[src/rtl/median_window.sv]
`default_nettype none
// +--------------------------------------------------------------------------+
// | median_window: windowed median/min/max using an odd-even transposition   |
// | sort over N buffered samples.   Revision: 1.0                            |
// +--------------------------------------------------------------------------+
module median_window #(
    parameter int W = 8,
    parameter int N = 9
) (
    input  logic         CLK,
    input  logic         RST,
    input  logic [W-1:0] DI,
    input  logic         DSI,
    input  logic [1:0]   SEL,
    input  logic         CLR,
    output logic         RDY,
    output logic [W-1:0] DO,
    output logic         DSO,
    output logic         ERR
);

    localparam int c_cnt_w = $clog2(N + 1);
    localparam int c_ph_w  = $clog2(N);
    localparam int c_mid   = (N - 1) / 2;

    localparam logic [c_cnt_w-1:0] c_cnt_last = c_cnt_w'(N - 1);
    localparam logic [c_ph_w-1:0]  c_ph_last  = c_ph_w'(N - 1);

    localparam logic [1:0] c_st_load = 2'd0;
    localparam logic [1:0] c_st_sort = 2'd1;
    localparam logic [1:0] c_st_out  = 2'd2;

    generate
        if ((N < 3) || ((N % 2) == 0)) begin : g_bad_n
            $error("median_window: N must be odd and at least 3");
        end
    endgenerate

    logic [1:0]         r_state;
    logic [1:0]         w_state_next;
    logic [c_cnt_w-1:0] r_cnt;
    logic [c_ph_w-1:0]  r_ph;
    logic [1:0]         r_ssel;
    logic [W-1:0]       r_mem  [N];
    logic [W-1:0]       w_next [N];
    logic [N-2:0]       w_swap;
    logic [W-1:0]       r_do;
    logic [W-1:0]       w_result;
    logic               r_dso;
    logic               r_err;
    logic               w_rdy;
    logic               w_take;
    logic               w_last;
    logic               w_ovr;

    assign w_take = (r_state == c_st_load) && DSI;
    assign w_last = w_take && (r_cnt == c_cnt_last);
    assign w_ovr  = DSI && (r_state != c_st_load);

    // Pairs whose lower index parity matches the phase parity are active; the
    // active pairs of one phase are disjoint, so all exchanges happen at once.
    generate
        for (genvar gi = 0; gi < N - 1; gi++) begin : g_pair
            localparam logic c_odd = 1'(gi % 2);
            assign w_swap[gi] = (r_ph[0] == c_odd) && (r_mem[gi] > r_mem[gi+1]);
        end

        for (genvar gk = 0; gk < N; gk++) begin : g_elem
            if (gk == 0) begin : g_first
                assign w_next[gk] = w_swap[gk] ? r_mem[gk+1] : r_mem[gk];
            end else if (gk == N - 1) begin : g_last
                assign w_next[gk] = w_swap[gk-1] ? r_mem[gk-1] : r_mem[gk];
            end else begin : g_mid
                assign w_next[gk] = w_swap[gk]   ? r_mem[gk+1] :
                                    w_swap[gk-1] ? r_mem[gk-1] : r_mem[gk];
            end
        end
    endgenerate

    always_ff @(posedge CLK or posedge RST) begin
        if (RST) begin
            r_state <= c_st_load;
        end else begin
            r_state <= w_state_next;
        end
    end

    always_comb begin
        w_state_next = r_state;
        case (r_state)
            c_st_load: if (w_last) w_state_next = c_st_sort;
            c_st_sort: if (r_ph == c_ph_last) w_state_next = c_st_out;
            c_st_out:  w_state_next = c_st_load;
            default:   w_state_next = c_st_load;
        endcase
    end

    always_comb begin
        w_rdy = (r_state == c_st_load);
        case (r_ssel)
            2'd1:    w_result = r_mem[0];
            2'd2:    w_result = r_mem[N-1];
            default: w_result = r_mem[c_mid];
        endcase
    end

    always_ff @(posedge CLK or posedge RST) begin
        if (RST) begin
            r_cnt  <= '0;
            r_ph   <= '0;
            r_ssel <= 2'd0;
            r_do   <= '0;
            r_dso  <= 1'b0;
            r_err  <= 1'b0;
            for (int k = 0; k < N; k++) begin
                r_mem[k] <= '0;
            end
        end else begin
            r_dso <= 1'b0;
            // An overrun in the same edge as CLR leaves the flag set.
            if (w_ovr) begin
                r_err <= 1'b1;
            end else if (CLR) begin
                r_err <= 1'b0;
            end
            case (r_state)
                c_st_load: begin
                    if (w_take) begin
                        r_mem[r_cnt] <= DI;
                        if (w_last) begin
                            r_cnt  <= '0;
                            r_ph   <= '0;
                            r_ssel <= SEL;
                        end else begin
                            r_cnt <= r_cnt + 1'b1;
                        end
                    end
                end
                c_st_sort: begin
                    for (int k = 0; k < N; k++) begin
                        r_mem[k] <= w_next[k];
                    end
                    r_ph <= r_ph + 1'b1;
                end
                c_st_out: begin
                    r_do  <= w_result;
                    r_dso <= 1'b1;
                end
                default: ;
            endcase
        end
    end

    assign RDY = w_rdy;
    assign DO  = r_do;
    assign DSO = r_dso;
    assign ERR = r_err;

endmodule
`default_nettype wire

[config.mk]
export PLATFORM = sky130hd
export DESIGN_NAME = median_window
export DESIGN_NICKNAME = d
export VERILOG_FILES = /design/src/rtl/median_window.sv
export SDC_FILE = /design/constraint.sdc
export NUM_CORES = 1
export LEC_CHECK = 0
export BUFFER_PORTS_ARGS = -buffer_cell sky130_fd_sc_hd__buf_2
export CELL_PAD_IN_SITES_DETAIL_PLACEMENT = 1
export CELL_PAD_IN_SITES_GLOBAL_PLACEMENT = 1
export CORE_ASPECT_RATIO = 0.75
export CORE_UTILIZATION = 52
export CTS_BUF_LIST = sky130_fd_sc_hd__clkbuf_4 sky130_fd_sc_hd__clkbuf_8 sky130_fd_sc_hd__clkbuf_16
export DETAILED_ROUTE_END_ITERATION = 10
export PLACE_DENSITY = 0.89
export SYNTH_ARGS = -nofsm -noshare
export SYNTH_HDL_FRONTEND = slang
export SYNTH_SLANG_ARGS = --single-unit
[constraint.sdc]
create_clock -name CLK -period 9.25 [get_ports CLK]
set_input_delay 1.85 -clock CLK [delete_from_list [all_inputs] [get_ports CLK]]
set_output_delay 1.85 -clock CLK [all_outputs]
set_load 0.05 [all_outputs]
# --- Word level (Yosys, flattened, before mapping) ---
# Cells that the tools add are included.
op_classes:
  n_addsub: 2
  order_cmp: 10
  eq_ne: 18
  muxes: 32
  bitwise_logic: 2
  n_reduce_logical: 29
ops:
  columns: ["op", "n"]
  rows:
  - ["72-bit case mux with 2 select lines", 1]
  - ["8-bit two-way mux", 17]
  - ["72-bit bitwise mux", 1]
  - ["72-bit two-way mux", 1]
  - ["8-bit > comparator", 8]
  - ["3-bit AND reduction", 11]
  - ["8-bit demux with 4-bit select", 1]
  - ["3-bit != test, second input constant", 7]
  - ["8-bit case mux with 2 select lines", 1]
  - ["1-bit logical AND", 12]
  - ["4-bit two-way mux", 3]
  - ["4-bit by 1-bit adder with 4-bit output, second input constant", 2]
  - ["4-bit equality test, second input constant", 2]
  - ["4-bit case mux with 2 select lines", 1]
  - ["2-bit != test, second input constant", 3]
  - ["2-bit nonzero test", 3]
  - ["5-bit >= comparator, second input constant", 1]
  - ["5-bit by 1-bit less-than comparator with 1-bit output, second input constant", 1]
  - ["4-bit inverter with 5-bit output", 1]
  - ["2-bit by 1-bit equality test with 1-bit output, second input constant", 2]
  - ["2-bit equality test, second input constant", 2]
  - ["2-bit two-way mux", 2]
  - ["2-bit by 1-bit != test with 1-bit output, second input constant", 2]
  - ["2-bit case mux with 2 select lines", 1]
  - ["other kinds (4)", 7]
totals:
  reg_bits: 94
  elab_cells: 109

# --- Logic depth before layout (Yosys ltp) ---
# Gate-level depths: netlist of the first run.
depth:
  word_depth: 8
  ltp_mapped: 10
  mapped_depth_nobuf: 8

# --- Worst setup path before layout of the first run ---
# Ideal clock, no wire load.
synth_path:
  kind: "input-to-reg"
  start: "in DSI"
  end: "reg r_mem[56] (netlist bit)"
  setup_time_ns: 0.125
  t_arrival_ns: 3.082
  required_ns: 9.125
  slack_ns: 6.043
  cell_stages: 4
  n_path_buf: 1
  path_cell_list: "clkbuf_1 -> nand3_1 -> a221oi_4 -> mux2_2"
synth_via:
  elab_chain_cells: 3
synth_rtl:
  columns: ["element", "line", "source"]
  rows:
  - ["start, declared", "13", "input logic DSI,"]
  - ["1-bit logical AND", "56", "assign w_take = (r_state == c_st_load) && DSI;"]
  - ["2-bit by 1-bit != test with 1-bit output (no line)", null, null]
  - ["3-bit AND reduction (no line)", null, null]
  - ["end signal, assigned by index", "141", "r_mem[k] <= w_next[k];"]
  - ["end, declared", "44", "logic [W-1:0] r_mem [N];"]
# Every way passes these cells.
# A chain may end at the register's enable or synchronous reset.

# --- Worst setup path in the final report of the first run ---
layout_path:
  start: "reg r_state[1]"
  end: "out RDY"
layout_via:
  elab_chain_cells: 1
layout_rtl:
  columns: ["element", "line", "source"]
  rows:
  - ["start, declared", "39", "logic [1:0] r_state;"]
  - ["start signal, assigned", "82", "r_state <= c_st_load;"]
  - ["start signal, assigned", "84", "r_state <= w_state_next;"]
  - ["2-bit logical NOT", "99", "w_rdy = (r_state == c_st_load);"]
  - ["end, declared", "16", "output logic RDY,"]
# Every way passes these cells.

==> impl_metrics.json, run 1 <==
{
  "status": "complete, no violations",
  "syn_inst": 817,
  "overflow": 0,
  "cts-resized-gates": 0,
  "p_comb_share_pct": 62.1,
  "worstSkewPairLatency_ns": 0.36,
  "ys.flop_type": "dfrtp_1",
  "ys_seq_area_share_pct": 32.68,
  "cts_setup_buffers": 0,
  "async_flop_share_pct": 100.0,
  "wl_per_cell_um": 26.18,
  "cp.arrival_ns": 1.70,
  "leakagePower_nw": 3.380,
  "worstSetupEndpointType": "output port",
  "layout_common_cells": "nand2_1 (99), dfrtp_1 (94), inv_1 (76)",
  "clk_pin_slew_worst_paths_ns": 0.07,
  "cellPowerDensity_nw_per_um2": 437.6,
  "clock_skew_ns": 0.002956,
  "holdWs_ns": 0.4824,
  "cts_max_path_buffers": 2,
  "seqPwrFrac_pct": 25.5,
  "cts_root_buffer": "clkbuf_16",
  "syn_area_um2": 7197,
  "routed_wl_mm": 25.84,
  "worstSetupPathType": "register to output port",
  "avgSynthCellArea_um2": 8.809,
  "core-area_um2": 13240,
  "first_iter_violations": 702,
  "vias_per_cell": 6.953,
  "grt_start_max_net_pins": 65,
  "ys_top_cells_by_area": "dfrtp_1 (33%), ha_1 (13%), nand2_1 (5.2%), mux2i_1 (5.1%), o21ai_0 (4.4%)",
  "stdcell_count": 987,
  "layout-drive-gt1-share_pct": 11.76,
  "gp_congestion": 0.9764,
  "tritoncts": "yes",
  "synth_largest_area_cell": "dfrtp_1",
  "max_clock_freq_ghz": 0.2819,
  "worstPathMaxFanout": 13,
  "hold_viol": 0,
  "grt_pass1_vias": 7002,
  "start_util_pct": 54.35,
  "synth-edff-count": 0,
  "slew_headroom_pct": 17.62,
  "cts_num_sinks": 94,
  "yosys_warnings": 0,
  "die_y_um": 103.9,
  "io_pins": 25,
  "dpl.cell_count": 972,
  "sw_frac_of_total_pct": 54.18,
  "dp_hpwl_mm": 18.43,
  "hold_class": "register to register",
  "syn_to_final_growth_pct": 6.885,
  "num_vias": 6863,
  "rows": 36,
  "worst_pin_slew_ns": 1.219,
  "postRouteAntennaNets": 0,
  "die_w_um": 137.8,
  "required_ns": 7.40,
  "clkPwrFrac_pct": 12.4,
  "track_usage_pct": 37.98,
  "rsz0062_at_grt": "no",
  "drv_slew": 0,
  "ys_ff_latch": 94,
  "dieArea_um2": 14320,
  "dr.pass1.iters": 5,
  "final_nets": 898,
  "power_mw": 3.366,
  "tns_ns": 0,
  "mappedNetlistNets": 903,
  "synth_top_area_share_pct": 32.68,
  "internal-power_mw": 1.542,
  "timing.final.crit_share_pct": 38.35,
  "cts_made_buffers": 9,
  "synth_cell_type_count": 62,
  "start_kind": "register",
  "finalSetupViolCount": 0,
  "drc": 0,
  "io_buffers": 24,
  "layout_commonest_cell": "nand2_1",
  "peakVddDrop_v": 0.0002788,
  "power.switching_mw": 1.823,
  "cts_hold_buffers": 0,
  "cts_htree_levels": 3,
  "grt_pass1_wl_mm": 40.36,
  "diodes": 0,
  "antenna_found_initial": 0,
  "maxCapViolations": 0,
  "finalCriticalPeriod_ns": 3.547
}
==> layout make-up <==
cell class / instances / area, µm²
multi-input combinational: 602 / 4363
tap: 171 / 214.0
timing repair buffer: 28 / 150.1
sequential: 94 / 2352
clock inverter: 4 / 70.07
inverter: 77 / 290.3
fill: 1547 / 5550
clock buffer: 11 / 252.7
==> sequential cells by signal, summed over array words and instances, names as in the netlist <==
signal	cells
DSO	1
DO	8
ERR	1
r_ph	4
r_mem	72
r_state	2
r_cnt	4
r_ssel	2
==> worst max-delay path, cell delays in order, from the launching register on <==
cell and delay [ns]:
dfrtp_1 0.89, nor2_1 0.18, buf_2 0.26
==> power groups by stage <==
stage	combinational [mW]	sequential, mW	clock [mW]
floorplan	1.51	0.783	0
global placement	1.85	0.834	0
detailed placement	1.98	0.846	0
CTS	2.04	0.842	0.419
global route	2.26	0.873	0.432
finish	2.09	0.859	0.419
==> kinds of logic after synthesis <==
logic type                 count (synthesis)  share of synthesized area (%)
AOI/OAI and AO/OA                        227                          22.53
xor gates and xnor gates                   2                         0.2434
adders and majority gates                 72                          12.52
buffers and inverters                    121                          6.798
DFF                                       94                          32.68
muxes                                     65                          9.945
and+or+nand+nor                          236                          15.28
==> routing by layer <==
layer / track usage (%) / wire, µm / vias to the layer above
met2: 54.79 / 11190 / 376
met5: 0 / 0 / -
met1: 52.67 / 11040 / 3432
li1: - / - / 2961
met3: 10.28 / 2574 / 94
met4: 17.00 / 1043 / 0
==> synthesized netlist by cell type, drive strengths merged, types with 6 or more instances <==
| cell type | count |
|---|---|
| nand4 | 29 |
| a31oi | 9 |
| nor2 | 59 |
| mux2 | 28 |
| nand3 | 21 |
| clkbuf | 19 |
| o21a | 6 |
| dfrtp | 94 |
| a311oi | 10 |
| o211ai | 17 |
| mux2i | 37 |
| o221a | 8 |
| inv | 77 |
| ha | 72 |
| nand2 | 99 |
| a22oi | 31 |
| buf | 25 |
| nand2b | 6 |
| o22a | 7 |
| o21ai | 68 |
| a221o | 9 |
| a21oi | 31 |
| o31ai | 8 |
==> final timing paths <==
kind / start / to / slack, ns / cells after the start
worst max-delay path: r_state[1] / RDY / 5.70 / 2
worst min-delay path: DO[0] / DO[0] / 0.48 / 2
worst max register to register: r_state[0] / r_mem[24] / 5.99 / 6
worst min register to register: DO[0] / DO[0] / 0.48 / 2
max in group asynchronous: RST / r_mem[50] / 6.47 / 3
min in group asynchronous: RST / r_mem[19] / 1.61 / 2
==> through the flow <==
| step | util, % | setup WS [ns] | area, µm² |
|---|---|---|---|
| floorplan | - | 4.951 | 7197 |
| global placement | 55.65 | 5.912 | 7370 |
| detailed placement | 55.65 | 5.816 | 7370 |
| CTS | 58.09 | 5.724 | 7692 |
| global route | 58.09 | 5.652 | 7692 |
| finish | 58.09 | 5.703 | 7692 |
No activity file was read; power rests on OpenSTA's default activity.
==> inputs of run 2 (changes only) <==
--- a/config.mk
+++ b/config.mk
@@ -5,14 +5,15 @@
 export SDC_FILE = /design/constraint.sdc
 export NUM_CORES = 1
 export LEC_CHECK = 0
+export ABC_AREA = 1
 export BUFFER_PORTS_ARGS = -buffer_cell sky130_fd_sc_hd__buf_2
 export CELL_PAD_IN_SITES_DETAIL_PLACEMENT = 1
 export CELL_PAD_IN_SITES_GLOBAL_PLACEMENT = 1
 export CORE_ASPECT_RATIO = 0.75
-export CORE_UTILIZATION = 52
+export CORE_UTILIZATION = 42
 export CTS_BUF_LIST = sky130_fd_sc_hd__clkbuf_4 sky130_fd_sc_hd__clkbuf_8 sky130_fd_sc_hd__clkbuf_16
 export DETAILED_ROUTE_END_ITERATION = 10
-export PLACE_DENSITY = 0.89
+export PLACE_DENSITY = 0.82
 export SYNTH_ARGS = -nofsm -noshare
 export SYNTH_HDL_FRONTEND = slang
 export SYNTH_SLANG_ARGS = --single-unit
==> constraint.sdc (replaced) <==
create_clock -name CLK -period 2.95 [get_ports CLK]
set_input_delay 0.59 -clock CLK [delete_from_list [all_inputs] [get_ports CLK]]
set_output_delay 0.59 -clock CLK [all_outputs]
set_load 0.05 [all_outputs]
==> impl_metrics.json, run 2 <==
{
  "cp.arrival_ns": 2.62,
  "cts_made_buffers": 9,
  "routed_wl_mm": 26.26,
  "rsz0062_at_grt": "no",
  "drc": 0,
  "r2r_start": "r_state[0]",
  "crit_family": "buffers and inverters",
  "synth_largest_area_cell": "dfrtp_1",
  "required_ns": 3.25,
  "grt_start_max_net_pins": 95,
  "overflow": 0,
  "cts_root_buffer": "clkbuf_16",
  "final_nets": 1211,
  "io_buffers": 24,
  "postRouteAntennaNets": 0,
  "wl_met2_mm": 11.01,
  "synth_compound_area_share_pct": 9.795,
  "layout_commonest_cell": "nand2_1",
  "fin_ws_ns": 0.6337,
  "hold_class": "input pin to async pin",
  "synth_xor_area_share_pct": 0,
  "worstSkewPairLatency_ns": 0.37,
  "num_vias": 7391,
  "synth_mux_area_share_pct": 0,
  "worstSetupPathType": "register to register",
  "wl_met1_mm": 12.79,
  "slowest_delay_ns": 0.60,
  "syn_inst": 1102,
  "critical_path_buf_inv_count": 4,
  "layout-drive-gt1-share_pct": 10.71,
  "mappedNetlistNets": 1188,
  "maxCapViolations": 0,
  "dp_hpwl_mm": 19.89,
  "cts-resized-gates": 0,
  "diodes": 0,
  "io_pins": 25,
  "clk_pin_slew_worst_paths_ns": 0.09,
  "holdWs_ns": 0.3579,
  "synth_cell_type_count": 39,
  "cts_setup_buffers": 0,
  "dieArea_um2": 18580,
  "cts_hold_buffers": 0,
  "dp_slack_ns": 0.7190,
  "synth-edff-count": 0,
  "die_y_um": 118.3,
  "first_iter_violations": 883,
  "hold_viol": 0,
  "rows": 42,
  "dr.pass1.iters": 5,
  "avgSynthCellArea_um2": 6.874,
  "synth_common_cells": "nand2_1 (471), inv_1 (120), nand3_1 (101)",
  "tns_ns": 0,
  "tritoncts": "yes",
  "wl_met3_mm": 1.889,
  "cts_num_sinks": 94,
  "max_clock_freq_ghz": 0.4317,
  "synth_top_family_by_area": "simple AND/OR/NAND/NOR gates",
  "die_w_um": 157.1,
  "cts_htree_levels": 3,
  "ys.flop_type": "dfrtp_1",
  "worstSetupEndpointType": "register",
  "wl_per_cell_um": 19.14,
  "drv_slew": 0,
  "core-area_um2": 17660,
  "largest_reg_flops": 72,
  "synthAdderAreaFrac_pct": 11.89,
  "finalSetupViolCount": 0,
  "yosys_warnings": 0,
  "track_usage_pct": 29.85,
  "ys_top_cells_by_area": "dfrtp_1 (31%), nand2_1 (23%), ha_1 (12%), nand3_1 (6.7%), inv_1 (5.9%)",
  "async_flop_share_pct": 100.0,
  "gp_congestion": 0.9171,
  "syn_to_final_growth_pct": 8.870,
  "grt_pass1_wl_mm": 41.86,
  "start_util_pct": 42.90,
  "layout_common_cells": "nand2_1 (471), inv_1 (119), nand3_1 (101)",
  "synth_most_common_cell": "nand2_1",
  "ys_ff_latch": 94,
  "synth_top_area_share_pct": 31.05,
  "timing.final.crit_share_pct": 78.52,
  "path_cells": "nand2_4, inv_4, buf_12, buf_4, o21a_2, nand2_4, clkinv_4, nand2_1, nand2_1",
  "yosys.area_share.simple_pct": 38.40,
  "clock_skew_ns": 0.01469,
  "syn_area_um2": 7575,
  "start_kind": "register",
  "cts_max_path_buffers": 2,
  "finalCriticalPeriod_ns": 2.316,
  "crit_slowest_cell": "dfrtp_1",
  "vias_per_cell": 5.387,
  "routed.top_layer": "met4",
  "ys_seq_area_share_pct": 31.05,
  "slew_headroom_pct": 49.76,
  "worstSetupStartpoint": "r_state[0]",
  "worst_pin_slew_ns": 0.7536,
  "status": "complete, no violations",
  "top_register": "r_mem",
  "grt_pass1_vias": 7471,
  "antenna_found_initial": 0,
  "worstPathMaxFanout": 39
}
==> run 2: cells by family after synthesis <==
| kind of cell | count (synthesis) |
|---|---|
| simple gates | 667 |
| buf+inv | 152 |
| compound gates | 117 |
| flops | 94 |
| fa+ha+maj | 72 |
==> run 2: cell type report <==
type	count	area [µm²]
sequential	94	2352
tap	242	302.8
clock buffer	9	225.2
clock inverter	7	73.82
multi-input combinational	856	4552
inverter	133	543.0
fill	2356	9410
timing repair buffer	31	197.7
==> run 2: per-layer routing <==
metal  GRT usage [%]  vias to the layer above
met5               0                        -
met4           8.131                        0
li1                -                     3561
met1           44.58                     3561
met3           5.464                       35
met2           43.61                      234
==> run 2: stage by stage <==
| step | std cells | util [%] | area (µm²) |
|---|---|---|---|
| 4_1_cts | 1372 | 46.70 | 8247 |
| 5_1_grt | 1372 | 46.70 | 8247 |
| 3_3_place_gp | 1356 | 45.01 | 7948 |
| 2_1_floorplan | 1102 | - | 7579 |
| 6_report | 1372 | 46.70 | 8247 |
| 3_5_place_dp | 1356 | 45.01 | 7948 |
==> run 2: final timing paths <==
path | end | cells after the start | slack, ns
worst max-delay path | r_mem[37] | 9 | 0.63
worst min-delay path | r_ph[3] | 3 | 0.36
worst max register to register | r_mem[37] | 9 | 0.63
worst min register to register | r_ph[3] | 1 | 0.47
max in group asynchronous | r_mem[43] | 3 | 2.17
min in group CLK | ERR | 2 | 0.41
==> run 2: tightest hold or removal path: cells and delay by family <==
| kind | cells | cell delay, ns |
|---|---|---|
| buf+inv | 3 | 0.59 |
Power of run 2 is left out: the tool's default activity adds up to more than one toggle a clock period on the data nets, which glitch-free logic cannot reach.
